$ cat config.mk
export PLATFORM = sky130hd
export DESIGN_NAME = pong_game_ctrl
export DESIGN_NICKNAME = d
export VERILOG_FILES = /design/src/rtl/pong_pkg.sv /design/src/rtl/pong_score_counter.sv /design/src/rtl/pong_game_ctrl.sv
export SDC_FILE = /design/constraint.sdc
export NUM_CORES = 1
export LEC_CHECK = 0
export CELL_PAD_IN_SITES_DETAIL_PLACEMENT = 0
export CELL_PAD_IN_SITES_GLOBAL_PLACEMENT = 1
export CORE_MARGIN = 10
export CORE_UTILIZATION = 38
export CTS_CLUSTER_DIAMETER = 150
export DETAILED_ROUTE_END_ITERATION = 8
export PLACE_DENSITY = 0.79
export SKIP_CTS_REPAIR_TIMING = 1
export SLEW_MARGIN = 20
export SYNTH_ARGS = -nofsm -noshare
export SYNTH_HDL_FRONTEND = slang
export SYNTH_HIERARCHICAL = 1
export SYNTH_SLANG_ARGS = --single-unit
$ cat constraint.sdc
create_clock -name i_clk -period 2.1 [get_ports i_clk]
set_input_delay 0.42 -clock i_clk [delete_from_list [all_inputs] [get_ports i_clk]]
set_output_delay 0.42 -clock i_clk [all_outputs]
set_load 0.02 [all_outputs]
$ cat src/rtl/pong_pkg.sv
// Shared definitions for the Pong game controller.
//   state_e       : game sequencer states
//   TXT_*         : bit indices into the text overlay region-enable vector
//   *_DEF         : default timer load value and balls per game
//   bcd_digit_inc : one-digit BCD increment with carry-out
package pong_pkg;

  typedef enum logic [1:0] {
    StNewGame = 2'd0,
    StPlay    = 2'd1,
    StNewBall = 2'd2,
    StOver    = 2'd3
  } state_e;

  localparam int unsigned TXT_SCORE = 3;
  localparam int unsigned TXT_LOGO  = 2;
  localparam int unsigned TXT_RULE  = 1;
  localparam int unsigned TXT_OVER  = 0;

  localparam int unsigned TIMER_LOAD_DEF = 127;
  localparam int unsigned BALLS_DEF      = 3;

  // Returns {carry, next_digit}; 9 rolls over to 0 with carry set.
  function automatic logic [4:0] bcd_digit_inc(input logic [3:0] d);
    if (d == 4'd9) begin
      return {1'b1, 4'd0};
    end
    return {1'b0, d + 4'd1};
  endfunction

endpackage

$ cat src/rtl/pong_score_counter.sv
// Two-digit BCD score counter.
//   i_clk   : clock
//   i_reset : asynchronous active-high reset, score -> 00
//   i_clr   : synchronous clear to 00, wins over i_inc
//   i_inc   : add one; 99 wraps to 00
//   o_dig0  : units digit (BCD)
//   o_dig1  : tens digit (BCD)
module pong_score_counter
  import pong_pkg::*;
(
  input  logic       i_clk,
  input  logic       i_reset,
  input  logic       i_clr,
  input  logic       i_inc,
  output logic [3:0] o_dig0,
  output logic [3:0] o_dig1
);

  logic [3:0] r_dig0;
  logic [3:0] r_dig1;
  logic [3:0] w_dig0_d;
  logic [3:0] w_dig1_d;
  logic [4:0] w_inc0;
  logic [4:0] w_inc1;

  assign w_inc0 = bcd_digit_inc(r_dig0);
  assign w_inc1 = bcd_digit_inc(r_dig1);

  always_comb begin
    w_dig0_d = r_dig0;
    w_dig1_d = r_dig1;
    if (i_clr) begin
      w_dig0_d = 4'd0;
      w_dig1_d = 4'd0;
    end else if (i_inc) begin
      w_dig0_d = w_inc0[3:0];
      // Tens digit only moves on a units carry; its own carry is dropped (wrap).
      if (w_inc0[4]) begin
        w_dig1_d = w_inc1[3:0];
      end
    end
  end

  always_ff @(posedge i_clk or posedge i_reset) begin
    if (i_reset) begin
      r_dig0 <= 4'd0;
      r_dig1 <= 4'd0;
    end else begin
      r_dig0 <= w_dig0_d;
      r_dig1 <= w_dig1_d;
    end
  end

  assign o_dig0 = r_dig0;
  assign o_dig1 = r_dig1;

endmodule

$ cat src/rtl/pong_game_ctrl.sv
// Pong game sequencer: state machine, remaining-ball count, BCD score and
// inter-ball delay timer.
//   i_clk       : pixel-domain clock
//   i_reset     : asynchronous active-high reset
//   i_btn       : debounced paddle buttons (level)
//   i_hit       : pulse, paddle returned the ball
//   i_miss      : pulse, ball passed the paddle
//   i_refr_tick : pulse at start of each frame
//   o_ball      : balls remaining
//   o_dig0/1    : score units/tens (BCD)
//   o_gra_still : graphics frozen
//   o_text_en   : text region enables {score, logo, rule, over}
//   o_timer_up  : delay timer at zero
module pong_game_ctrl
  import pong_pkg::*;
#(
  parameter int unsigned TIMER_LOAD = TIMER_LOAD_DEF,
  parameter int unsigned BALLS      = BALLS_DEF
) (
  input  logic       i_clk,
  input  logic       i_reset,
  input  logic [1:0] i_btn,
  input  logic       i_hit,
  input  logic       i_miss,
  input  logic       i_refr_tick,
  output logic [1:0] o_ball,
  output logic [3:0] o_dig0,
  output logic [3:0] o_dig1,
  output logic       o_gra_still,
  output logic [3:0] o_text_en,
  output logic       o_timer_up
);

  localparam logic [6:0] LP_TIMER_LOAD = 7'(TIMER_LOAD);
  localparam logic [1:0] LP_BALLS      = 2'(BALLS);

  state_e     r_state;
  state_e     w_state_d;
  logic [1:0] r_ball;
  logic [1:0] w_ball_d;
  logic [6:0] r_timer;
  logic [6:0] w_timer_d;
  logic       w_timer_start;
  logic       w_timer_up;
  logic       w_clr;
  logic       w_inc;
  logic       w_btn_any;

  assign w_btn_any  = (i_btn != 2'b00);
  assign w_timer_up = (r_timer == 7'd0);

  // State register
  always_ff @(posedge i_clk or posedge i_reset) begin
    if (i_reset) begin
      r_state <= StNewGame;
    end else begin
      r_state <= w_state_d;
    end
  end

  // Next-state and datapath control
  always_comb begin
    w_state_d     = r_state;
    w_ball_d      = r_ball;
    w_timer_start = 1'b0;
    w_clr         = 1'b0;
    w_inc         = 1'b0;
    unique case (r_state)
      StNewGame: begin
        w_clr    = 1'b1;
        w_ball_d = LP_BALLS;
        if (w_btn_any) begin
          w_state_d = StPlay;
          w_ball_d  = LP_BALLS - 2'd1;
        end
      end
      StPlay: begin
        // hit and miss are independent so a simultaneous pair does both.
        w_inc = i_hit;
        if (i_miss) begin
          w_timer_start = 1'b1;
          if (r_ball == 2'd0) begin
            w_state_d = StOver;
          end else begin
            w_state_d = StNewBall;
            w_ball_d  = r_ball - 2'd1;
          end
        end
      end
      StNewBall: begin
        if (w_timer_up && w_btn_any) begin
          w_state_d = StPlay;
        end
      end
      StOver: begin
        if (w_timer_up) begin
          w_state_d = StNewGame;
        end
      end
      default: w_state_d = StNewGame;
    endcase
  end

  // Moore outputs
  always_comb begin
    o_text_en            = 4'b0000;
    o_text_en[TXT_SCORE] = 1'b1;
    o_text_en[TXT_LOGO]  = 1'b1;
    o_text_en[TXT_RULE]  = (r_state == StNewGame);
    o_text_en[TXT_OVER]  = (r_state == StOver);
    o_gra_still          = (r_state != StPlay);
  end

  // Delay timer: a start overrides a coincident frame tick.
  always_comb begin
    w_timer_d = r_timer;
    if (w_timer_start) begin
      w_timer_d = LP_TIMER_LOAD;
    end else if (i_refr_tick && !w_timer_up) begin
      w_timer_d = r_timer - 7'd1;
    end
  end

  always_ff @(posedge i_clk or posedge i_reset) begin
    if (i_reset) begin
      r_ball  <= LP_BALLS;
      r_timer <= 7'd0;
    end else begin
      r_ball  <= w_ball_d;
      r_timer <= w_timer_d;
    end
  end

  pong_score_counter u_score (
    .i_clk   (i_clk),
    .i_reset (i_reset),
    .i_clr   (w_clr),
    .i_inc   (w_inc),
    .o_dig0  (o_dig0),
    .o_dig1  (o_dig1)
  );

  assign o_ball     = r_ball;
  assign o_timer_up = w_timer_up;

endmodule

==> flow_summary_export.csv <==
group,metric,value,unit
finish,layout_common_cells,"18 x clkdlybuf4s50_1, 16 x dfrtp_1, 12 x inv_1",
global_routing,antenna_found_initial,0,
finish,drive_gt1_frac,0.155,
finish,final_common_cell,"clkdlybuf4s50_1",
clock_tree,htreeDepth,1,
synth,yosys.area.top_type,"dfrtp_1",
synth,syn_inst,120,
setup_path,crit_family,"buffers and inverters",
clock_tree,cts_root_buf,"clkbuf_4",
drt,wl_per_cell,14.6,µm
clock_tree,cts_tree,"yes",
timing,holdWs,0.416,ns
power_and_ir_drop,p_per_area,1040,nW/µm²
setup_path,critPathKind,"register to output port",
drt,vias,918,
timing,maxSlewViolCount,0,
synth,seq_area_frac_synth,0.418,
flow_run,drv_cap,0,
setup_path,r2r-end,"u_score/o_dig1[3]",
floorplanning,dieArea,5600,µm²
timing,clock_skew,0.000974,ns
synth,yosysUniqueCellTypes,46,
place,hpwlAfterDp,1920,µm
setup_path,cp.buffers_inverters,2,
synth,ys_ff_latch,19,
synth,yosysWarnings,6,
place,place_congestion,0.851,
drt,ant_nets,0,
timing,rsz0062_at_grt,"no",
place,place.port_buffers,20,
floorplanning,die_height,74.9,µm
setup_path,cp_data_required_time,1.68,ns
floorplanning,core-area,2830,µm²
floorplanning,ioPinCount,23,
clock_tree,path_clk_slew,0.11,ns
setup_path,start_kind,"register",
synth,synth_edf_count,0,
run_status,status,"finished clean",
synth,synth.cell_area,1140,µm²
power_and_ir_drop,finalPower,1460,µW
synth,avgSynthCellArea,9.53,µm²
setup_path,crit_path_end_kind,"output port",
drt,drt_iter0_drc,47,
setup_path,slowest_stage,"clkdlybuf4s50_1",
synth,synthTopCellsByArea,"dfrtp_1 37%, ha_1 6.6%, dfstp_2 4.6%, inv_1 3.9%, a21oi_1 3.1%",
setup_path,worstPathMaxFanout,8,
setup_path,crit_chain,"nor2b_4 > inv_1 > clkdlybuf4s50_1",
power_and_ir_drop,ir_drop,0.480,mV
global_routing,grt_pass1_wl,4170,µm
global_routing,first_global_vias,874,
timing,finalHoldViolCount,0,
drt,viasPerCell,5.31,
synth,async_reset_ff_frac,1.00,
drt,drc,0,
clock_tree,cts_inserted_buffers,3,
setup_path,ff2ff_setup_slack,0.54,ns
floorplanning,rows,19,
finish,area.sequential,479,µm²
setup_path,cp_data_arrival_time,1.57,ns
global_routing,globalRoute.totalOverflow,0,
synth,synthFlopType,"dfrtp_1",
drt,first_pass_iters,4,
setup_path,regToRegStartpoint,"r_state[1]",
finish,layout.cells.non_filler,173,
timing,max_freq,0.503,GHz
synth,netlist.area_leader.share,0.372,
finish,num-fill-cells,263,
power_and_ir_drop,p_leak,0.000649,µW
timing,fin_crit_sh,0.946,
clock_tree,clk_latency,0.30,ns
floorplanning,start_util,0.404,
finish,syn_to_final_growth,22.1,%
setup_path,slowest_delay,0.54,ns
global_routing,grt_max_degree,12,
clock_tree,clockBufferDepth,2,
clock_tree,clock_sinks,19,
place,dp_cells,169,
timing,finalSetupViolCount,0,
finish,multi_input_area,577,µm²
timing,fin_setup_tns,0,ns
finish,post-route-util,0.494,
timing,final.min_clock_period,1.99,ns
setup_path,reg2regPathDepth,5,
drt,drt-total-wl,2520,µm
finish,n_antenna_cell,0,
finish,fin_nets,156,
global_routing,groute.usage.overall,0.0961,
floorplanning,die_w,74.9,µm
hold_path,hp-class,"primary input to async pin",
state kept, by name (all words and copies together) (netlist names):
| register | cells |
|---|---|
| u_score/o_dig1 | 4 |
| r_state | 2 |
| r_timer | 7 |
| u_score/o_dig0 | 4 |
| o_ball | 2 |
cells by family after synthesis:
family / after synthesis / share of synthesized area
buf+inv: 20 / 0.0853
simple gates: 42 / 0.234
other cells: 1 / 0.00328
compound gates: 28 / 0.161
fa+ha+maj: 6 / 0.0656
mux: 1 / 0.00985
flops: 19 / 0.418
xor+xnor: 3 / 0.0230
final cells by class:
cell class / instances / area share
Clock buffer: 4 / 0.0188
Inverter: 14 / 0.0394
Multi-Input combinational cell: 82 / 0.413
Sequential cell: 19 / 0.343
Tap cell: 31 / 0.0278
Timing Repair Buffer: 23 / 0.158
per-stage QoR:
stage,instance area (µm²),setup slack [ns]
2_1_floorplan,1150,0.487
3_3_place_gp,1370,0.107
3_5_place_dp,1370,0.0752
4_1_cts,1390,-0.293
5_1_grt,1400,0.0344
6_report,1400,0.113
how the worst max path moves through the flow:
| stage | startpoint | end | slack, ns | cells past startpoint |
|---|---|---|---|---|
| after floorplan | r_state[0] | u_score/o_dig1[3] | 0.49 | 6 |
| after global placement | r_timer[0] | o_timer_up | 0.11 | 5 |
| after detailed placement | r_timer[0] | o_timer_up | 0.08 | 5 |
| after CTS | r_timer[0] | o_timer_up | -0.29 | 5 |
| after global routing | r_timer[0] | o_timer_up | 0.03 | 5 |
| final | r_state[1] | o_gra_still | 0.11 | 3 |
where the power goes:
part           total (µW)  switching [µW]  internal, µW
clock network         196             122          74.1
logic                 631             322           309
registers             631             140           491
synth_stat cells, types with 3 or more instances:
| library cell | number |
|---|---|
| inv_1 | 12 |
| nor2_2 | 3 |
| o21ai_1 | 3 |
| buf_4 | 3 |
| dfrtp_1 | 17 |
| nand2_1 | 7 |
| and2_1 | 3 |
| o31ai_1 | 3 |
| o21ai_0 | 4 |
| nor2_1 | 5 |
| nor3_1 | 5 |
| nand3_1 | 4 |
| ha_1 | 6 |
| a21oi_1 | 7 |
per-layer routing:
metal	global-route usage	part of all wire	up-vias
met4	0.0378	0.0063	0
met1	0.119	0.49	435
met2	0.149	0.45	15
met3	0.0355	0.045	2
li1	-	-	466
met5	0	0	-
No activity file was read; power rests on OpenSTA's default activity.
